`config.mk`:
```
export PLATFORM = sky130hd
export DESIGN_NAME = instr_mem_loader
export DESIGN_NICKNAME = d
export VERILOG_FILES = /design/src/rtl/instr_mem_loader.sv
export SDC_FILE = /design/constraint.sdc
export NUM_CORES = 1
export LEC_CHECK = 0
export CAP_MARGIN = 20
export CORE_MARGIN = 8
export CORE_UTILIZATION = 35
export CTS_BUF_LIST = sky130_fd_sc_hd__clkbuf_2
export CTS_CLUSTER_DIAMETER = 100
export CTS_CLUSTER_SIZE = 14
export DETAILED_ROUTE_END_ITERATION = 6
export GPL_TIMING_DRIVEN = 0
export RECOVER_POWER = 100
export SLEW_MARGIN = 20
export SYNTH_ARGS = -nofsm -noshare
export SYNTH_HDL_FRONTEND = slang
export SYNTH_SLANG_ARGS = --single-unit
```
`constraint.sdc`:
```
create_clock -name clk -period 2.93 [get_ports clk]
set_clock_uncertainty 0.15 [all_clocks]
set_input_delay 0.879 -clock clk [delete_from_list [all_inputs] [get_ports clk]]
set_output_delay 0.879 -clock clk [all_outputs]
set_load 0.02 [all_outputs]
```
`src/rtl/instr_mem_loader.sv`:
```
// -----------------------------------------------------------------------------
// instr_mem_loader
//   Assembles a byte stream (MSB of each word first) into 32-bit instruction
//   words and writes them sequentially into an instruction memory starting at
//   address 0. The CPU is held off via busy while a load is in progress.
//
// Ports
//   clk         in   clock, all state updates on the rising edge
//   rst_n       in   asynchronous active-low reset
//   start       in   begin a load at address 0 (honoured only when idle)
//   byte_valid  in   byte_data/byte_last are valid
//   byte_data   in   program byte
//   byte_last   in   final byte of the program image
//   byte_ready  out  a byte is accepted this cycle
//   wr_en       out  instruction-memory write strobe (one cycle per word)
//   wr_addr     out  instruction-memory word address
//   wr_data     out  assembled instruction word
//   busy        out  load in progress
//   done        out  one-cycle completion pulse
//   error       out  sticky: image ended mid-word or filled all DEPTH words
//   word_cnt    out  words written in the current or most recent load
// -----------------------------------------------------------------------------
module instr_mem_loader #(
  parameter int unsigned DEPTH  = 256,
  parameter int unsigned ADDR_W = 8
) (
  input  logic              clk,
  input  logic              rst_n,
  input  logic              start,
  input  logic              byte_valid,
  input  logic [7:0]        byte_data,
  input  logic              byte_last,
  output logic              byte_ready,
  output logic              wr_en,
  output logic [ADDR_W-1:0] wr_addr,
  output logic [31:0]       wr_data,
  output logic              busy,
  output logic              done,
  output logic              error,
  output logic [ADDR_W:0]   word_cnt
);

  typedef enum logic [1:0] {IDLE, RECV, WRITE, DONE} state_e;

  // word_cnt value while the final permitted word is being written
  localparam logic [ADDR_W:0] LAST_CNT = (ADDR_W+1)'(DEPTH - 1);

  state_e              state_q, state_d;
  logic [23:0]         word_q, word_d;     // bytes received so far, right-aligned
  logic [1:0]          idx_q, idx_d;
  logic                last_q, last_d;     // word being written ends the image
  logic                ready_q, ready_d;
  logic                wr_en_q, wr_en_d;
  logic [ADDR_W-1:0]   addr_q, addr_d;
  logic [31:0]         wdata_q, wdata_d;
  logic                busy_q, busy_d;
  logic                done_q, done_d;
  logic                err_q, err_d;
  logic [ADDR_W:0]     cnt_q, cnt_d;

  logic                xfer;
  logic [31:0]         padded;

  assign xfer = byte_valid && ready_q;

  // Word as it would look if the current byte closes it; an early byte_last
  // leaves the unfilled low bytes as zero.
  always_comb begin
    padded = '0;
    case (idx_q)
      2'd0:    padded = {byte_data, 24'h0};
      2'd1:    padded = {word_q[7:0], byte_data, 16'h0};
      2'd2:    padded = {word_q[15:0], byte_data, 8'h0};
      default: padded = {word_q[23:0], byte_data};
    endcase
  end

  always_comb begin
    state_d = state_q;
    word_d  = word_q;
    idx_d   = idx_q;
    last_d  = last_q;
    ready_d = ready_q;
    wr_en_d = wr_en_q;
    addr_d  = addr_q;
    wdata_d = wdata_q;
    busy_d  = busy_q;
    done_d  = done_q;
    err_d   = err_q;
    cnt_d   = cnt_q;

    case (state_q)
      IDLE: begin
        if (start) begin
          state_d = RECV;
          addr_d  = '0;
          cnt_d   = '0;
          err_d   = 1'b0;
          idx_d   = '0;
          last_d  = 1'b0;
          ready_d = 1'b1;
          busy_d  = 1'b1;
        end
      end

      RECV: begin
        if (xfer) begin
          word_d = {word_q[15:0], byte_data};
          idx_d  = idx_q + 2'd1;
          if (byte_last || idx_q == 2'd3) begin
            state_d = WRITE;
            ready_d = 1'b0;
            wr_en_d = 1'b1;
            wdata_d = padded;
            last_d  = byte_last;
            if (byte_last && idx_q != 2'd3) begin
              err_d = 1'b1;
            end
          end
        end
      end

      WRITE: begin
        wr_en_d = 1'b0;
        addr_d  = addr_q + 1'b1;
        cnt_d   = cnt_q + 1'b1;
        idx_d   = '0;
        if (last_q || cnt_q == LAST_CNT) begin
          state_d = DONE;
          done_d  = 1'b1;
          // memory filled without the image announcing its end
          if (!last_q) begin
            err_d = 1'b1;
          end
        end else begin
          state_d = RECV;
          ready_d = 1'b1;
        end
      end

      DONE: begin
        state_d = IDLE;
        done_d  = 1'b0;
        busy_d  = 1'b0;
      end

      default: begin
        state_d = IDLE;
        ready_d = 1'b0;
        wr_en_d = 1'b0;
        busy_d  = 1'b0;
        done_d  = 1'b0;
      end
    endcase
  end

  always_ff @(posedge clk or negedge rst_n) begin
    if (!rst_n) begin
      state_q <= IDLE;
      word_q  <= '0;
      idx_q   <= '0;
      last_q  <= 1'b0;
      ready_q <= 1'b0;
      wr_en_q <= 1'b0;
      addr_q  <= '0;
      wdata_q <= '0;
      busy_q  <= 1'b0;
      done_q  <= 1'b0;
      err_q   <= 1'b0;
      cnt_q   <= '0;
    end else begin
      state_q <= state_d;
      word_q  <= word_d;
      idx_q   <= idx_d;
      last_q  <= last_d;
      ready_q <= ready_d;
      wr_en_q <= wr_en_d;
      addr_q  <= addr_d;
      wdata_q <= wdata_d;
      busy_q  <= busy_d;
      done_q  <= done_d;
      err_q   <= err_d;
      cnt_q   <= cnt_d;
    end
  end

  assign byte_ready = ready_q;
  assign wr_en      = wr_en_q;
  assign wr_addr    = addr_q;
  assign wr_data    = wdata_q;
  assign busy       = busy_q;
  assign done       = done_q;
  assign error      = err_q;
  assign word_cnt   = cnt_q;

endmodule

```
==> impl_metrics.tcl <==
set metrics [dict create \
    combPwrFrac_pct 44.2 \
    cp_cell_sequence "clkdlybuf4s50_1" \
    worst-r2r-setup-slack_ns 0.22 \
    synth_edf_count 0 \
    yosys_warnings 0 \
    io_buffers 66 \
    die_width_um 121 \
    post-dp-hpwl_um 7090 \
    path_clk_slew_ns 0.28 \
    timing.rr.end "wr_data[18]$_DFFE_PN0P_" \
    antennaDiodeCount 0 \
    yosysTopAreaCell "dfrtp_1" \
    async_flop_share_pct 100 \
    grt_use_total_pct 13.9 \
    clockBufferDepth 2 \
    power.share.clock_pct 13.0 \
    synth-seq-area-share_pct 53.7 \
    critPathMaxFanout 8 \
    syn_nets 383 \
    via_per_inst 5.29 \
    hold_viol 0 \
    nFillCells 1048 \
    hold_path_class "flip-flop to flip-flop" \
    clock_latency_ns 0.56 \
    grt_pass1_wl_um 16300 \
    cts_buffers 9 \
    max_cap_viol_count 1 \
    synth_cells 359 \
    intPower_uw 2500 \
    setup_viol 0 \
    routedWlPerCell_um 16.8 \
    root_buffer "clkbuf_2" \
    synth.avg_cell_area_um2 10.8 \
    clock_sinks 83 \
    cts.htree.levels 3 \
    crit_path_end_kind "primary output" \
    synth_flop_cell "dfrtp_1" \
    power_leakage_uw 0.00221 \
    core_area_um2 10800 \
    power_density_nw_per_um2 893 \
    finalCriticalPeriod_ns 2.78 \
    rsz0062_at_grt "false" \
    seqPwrFrac_pct 42.9 \
    initial_core_util_pct 35.8 \
    slew_viol_final 34 \
    grt_start_max_net_pins 52 \
    tightestPinTransition_ns 1.69 \
    fmax_ghz 0.359 \
    ys_ff_latch 83 \
    fp.dieH_um 121 \
    violations "max-capacitance violations, max-slew violations" \
    cp_slowest_cell "clkdlybuf4s50_1" \
    finalNetCount 461 \
    crit_required_ns 1.90 \
    drt_pass1_iterations 7 \
    vias 3076 \
    ctsHoldBuffers 0 \
    routed_wl_um 9800 \
    critPathBufInv 1 \
    p_sw_share_pct 41.8 \
    min_path_cells 2 \
    grt-ovfl-total 0 \
    detail-route-antenna-nets 0 \
    r2r-start "state_q[1]$_DFFE_PN0P_" \
    cts_tree "done" \
    worst_path_dominant_cell_family "buffers and inverters" \
    io_pins 67 \
    area_growth_pct 24.2 \
    synth.most_common_cell "dfrtp_1" \
    final_util_pct 44.5 \
    startpoint_type "flip-flop" \
    synth_common_cells "dfrtp_1, nand2_1, mux2_2" \
    die_area_um2 14700 \
    netlist_area_um2 3860 \
    first_global_vias 3198 \
    ir_drop_uv 421 \
    drc 0 \
    hp-start "wr_data[17]$_DFFE_PN0P_" \
    hold_end "wr_data[17]$_DFFE_PN0P_" \
    antenna_found_initial 0 \
    drtIter0Drc 231 \
    p_sw_uw 1790 \
    status "finished, violations left" \
    maxSlewHeadroom_pct -12.8 \
    fin_total_pwr_uw 4290 \
    crit_type "flip-flop to primary output" \
    synth_top_cell_area_share_pct 53.7 \
    synth.area.top_cells "dfrtp_1, mux2_2, ha_1" \
    arrival_ns 1.75 \
    cpPeakStageDelay_ns 0.65 \
    r2r_cells 9 \
    globalplace.congestion 0.804 \
    timing.final.crit_share_pct 95.0 \
    rows 38 \
    drive_above_1_share_pct 10.6 \
    synth_cell_type_count 40 \
]
==> placed cells by master, fill, tap and decap left out, types with 2 or more instances in the layout <==
| cell | n |
|---|---|
| a21oi_1 | 20 |
| a221o_1 | 8 |
| a222oi_1 | 8 |
| a22o_1 | 9 |
| a32o_1 | 2 |
| and3_1 | 12 |
| buf_2 | 2 |
| clkbuf_1 | 18 |
| clkbuf_2 | 11 |
| clkdlybuf4s50_1 | 14 |
| clkinv_4 | 2 |
| dfrtp_1 | 83 |
| dlygate4sd3_1 | 51 |
| ha_1 | 11 |
| inv_1 | 11 |
| mux2_1 | 3 |
| mux2_2 | 24 |
| mux2i_1 | 3 |
| nand2_1 | 36 |
| nand3_1 | 5 |
| nand4_1 | 6 |
| nor2_1 | 21 |
| nor3_1 | 3 |
| nor4_1 | 2 |
| o21ai_0 | 40 |
| o21ai_1 | 5 |
| o22ai_1 | 3 |
| xnor2_1 | 5 |
| xor2_1 | 4 |
==> registers in the layout (all words and copies together), names as in the netlist <==
name	cells
idx_q	2
busy	1
error	1
done	1
last_q	1
wr_en	1
wr_data	32
word_q	24
byte_ready	1
state_q	2
wr_addr	8
word_cnt	9
==> cells by family after synthesis <==
| family | Yosys count | synth area share, % |
|---|---|---|
| DFF | 83 | 53.7 |
| adders and majority gates | 11 | 3.56 |
| buffers and inverters | 33 | 3.50 |
| and+or+nand+nor | 92 | 11.4 |
| muxes | 30 | 8.64 |
| AOI/OAI and AO/OA | 101 | 17.1 |
| xor gates and xnor gates | 9 | 2.04 |
==> final cells by class <==
cell class | count | area (um^2) | area share [%]
sequential | 83 | 2080 | 43.3
multi-input combinational | 243 | 1650 | 34.4
timing repair buffer | 67 | 662 | 13.8
tap | 140 | 175 | 3.65
buffer | 22 | 93.8 | 1.95
clock buffer | 10 | 50.0 | 1.04
clock inverter | 6 | 50.0 | 1.04
inverter | 11 | 41.3 | 0.860
==> what timing repair did <==
item | CTS | global route
setup endpoints to repair | 0 | 3
gates resized for setup | 0 | 2
buffers inserted | 0 | 0
==> worst max-delay path by stage <==
stage                                        from                      end  slack [ns]  cells after the start
after global routing       state_q[1]$_DFFE_PN0P_  wr_data[12]$_DFFE_PN0P_        0.01                      9
after floorplan                        byte_valid        error$_DFFE_PN0P_        0.58                      4
after CTS                 word_cnt[2]$_DFFE_PN0P_              word_cnt[2]        0.10                      1
final                     word_cnt[2]$_DFFE_PN0P_              word_cnt[2]        0.15                      1
after global placement                      rst_n   byte_ready$_DFFE_PN0P_       -2.21                      1
after detailed placement               byte_valid  wr_data[26]$_DFFE_PN0P_       -0.32                      6
==> layer usage <==
metal / global-route usage, % / up-vias / share of wire (%)
met3: 4.14 / 18 / 7.1
met1: 17.6 / 1499 / 44
met2: 21.8 / 99 / 47
li1: - / 1460 / -
met4: 5.54 / 0 / 2.4
met5: 0 / - / 0
==> worst reg2reg max path, stage by stage, from the launching register on <==
cell,delay [ns]
dfrtp_1,0.44
inv_1,0.09
ha_1,0.19
buf_6,0.14
nand3_1,0.35
or2_0,0.20
clkbuf_1,0.47
clkbuf_1,0.45
nand2_1,0.10
o21ai_0,0.08
==> per-stage QoR <==
step                      cells  TNS (ns)  setup WS (ns)  hold WS [ns]  instance area, um^2
after detailed placement    566     -7.70         -0.316         0.327                 4730
after global routing        582         0         0.0147         0.401                 4800
after global placement      565   -190.22          -2.21         0.318                 4700
after floorplan             359         0          0.575         0.330                 3860
after CTS                   582         0          0.103        0.0567                 4830
final                       582         0          0.146         0.361                 4800
==> power groups by stage <==
stage / sequential (uW) / clock, uW / combinational [uW]
floorplan: 2030 / 0 / 1060
global placement: 1860 / 0 / 1980
detailed placement: 1870 / 0 / 2010
CTS: 1850 / 571 / 2020
global route: 1900 / 624 / 2100
finish: 1840 / 555 / 1890
Power figures use the tool's default switching activity.
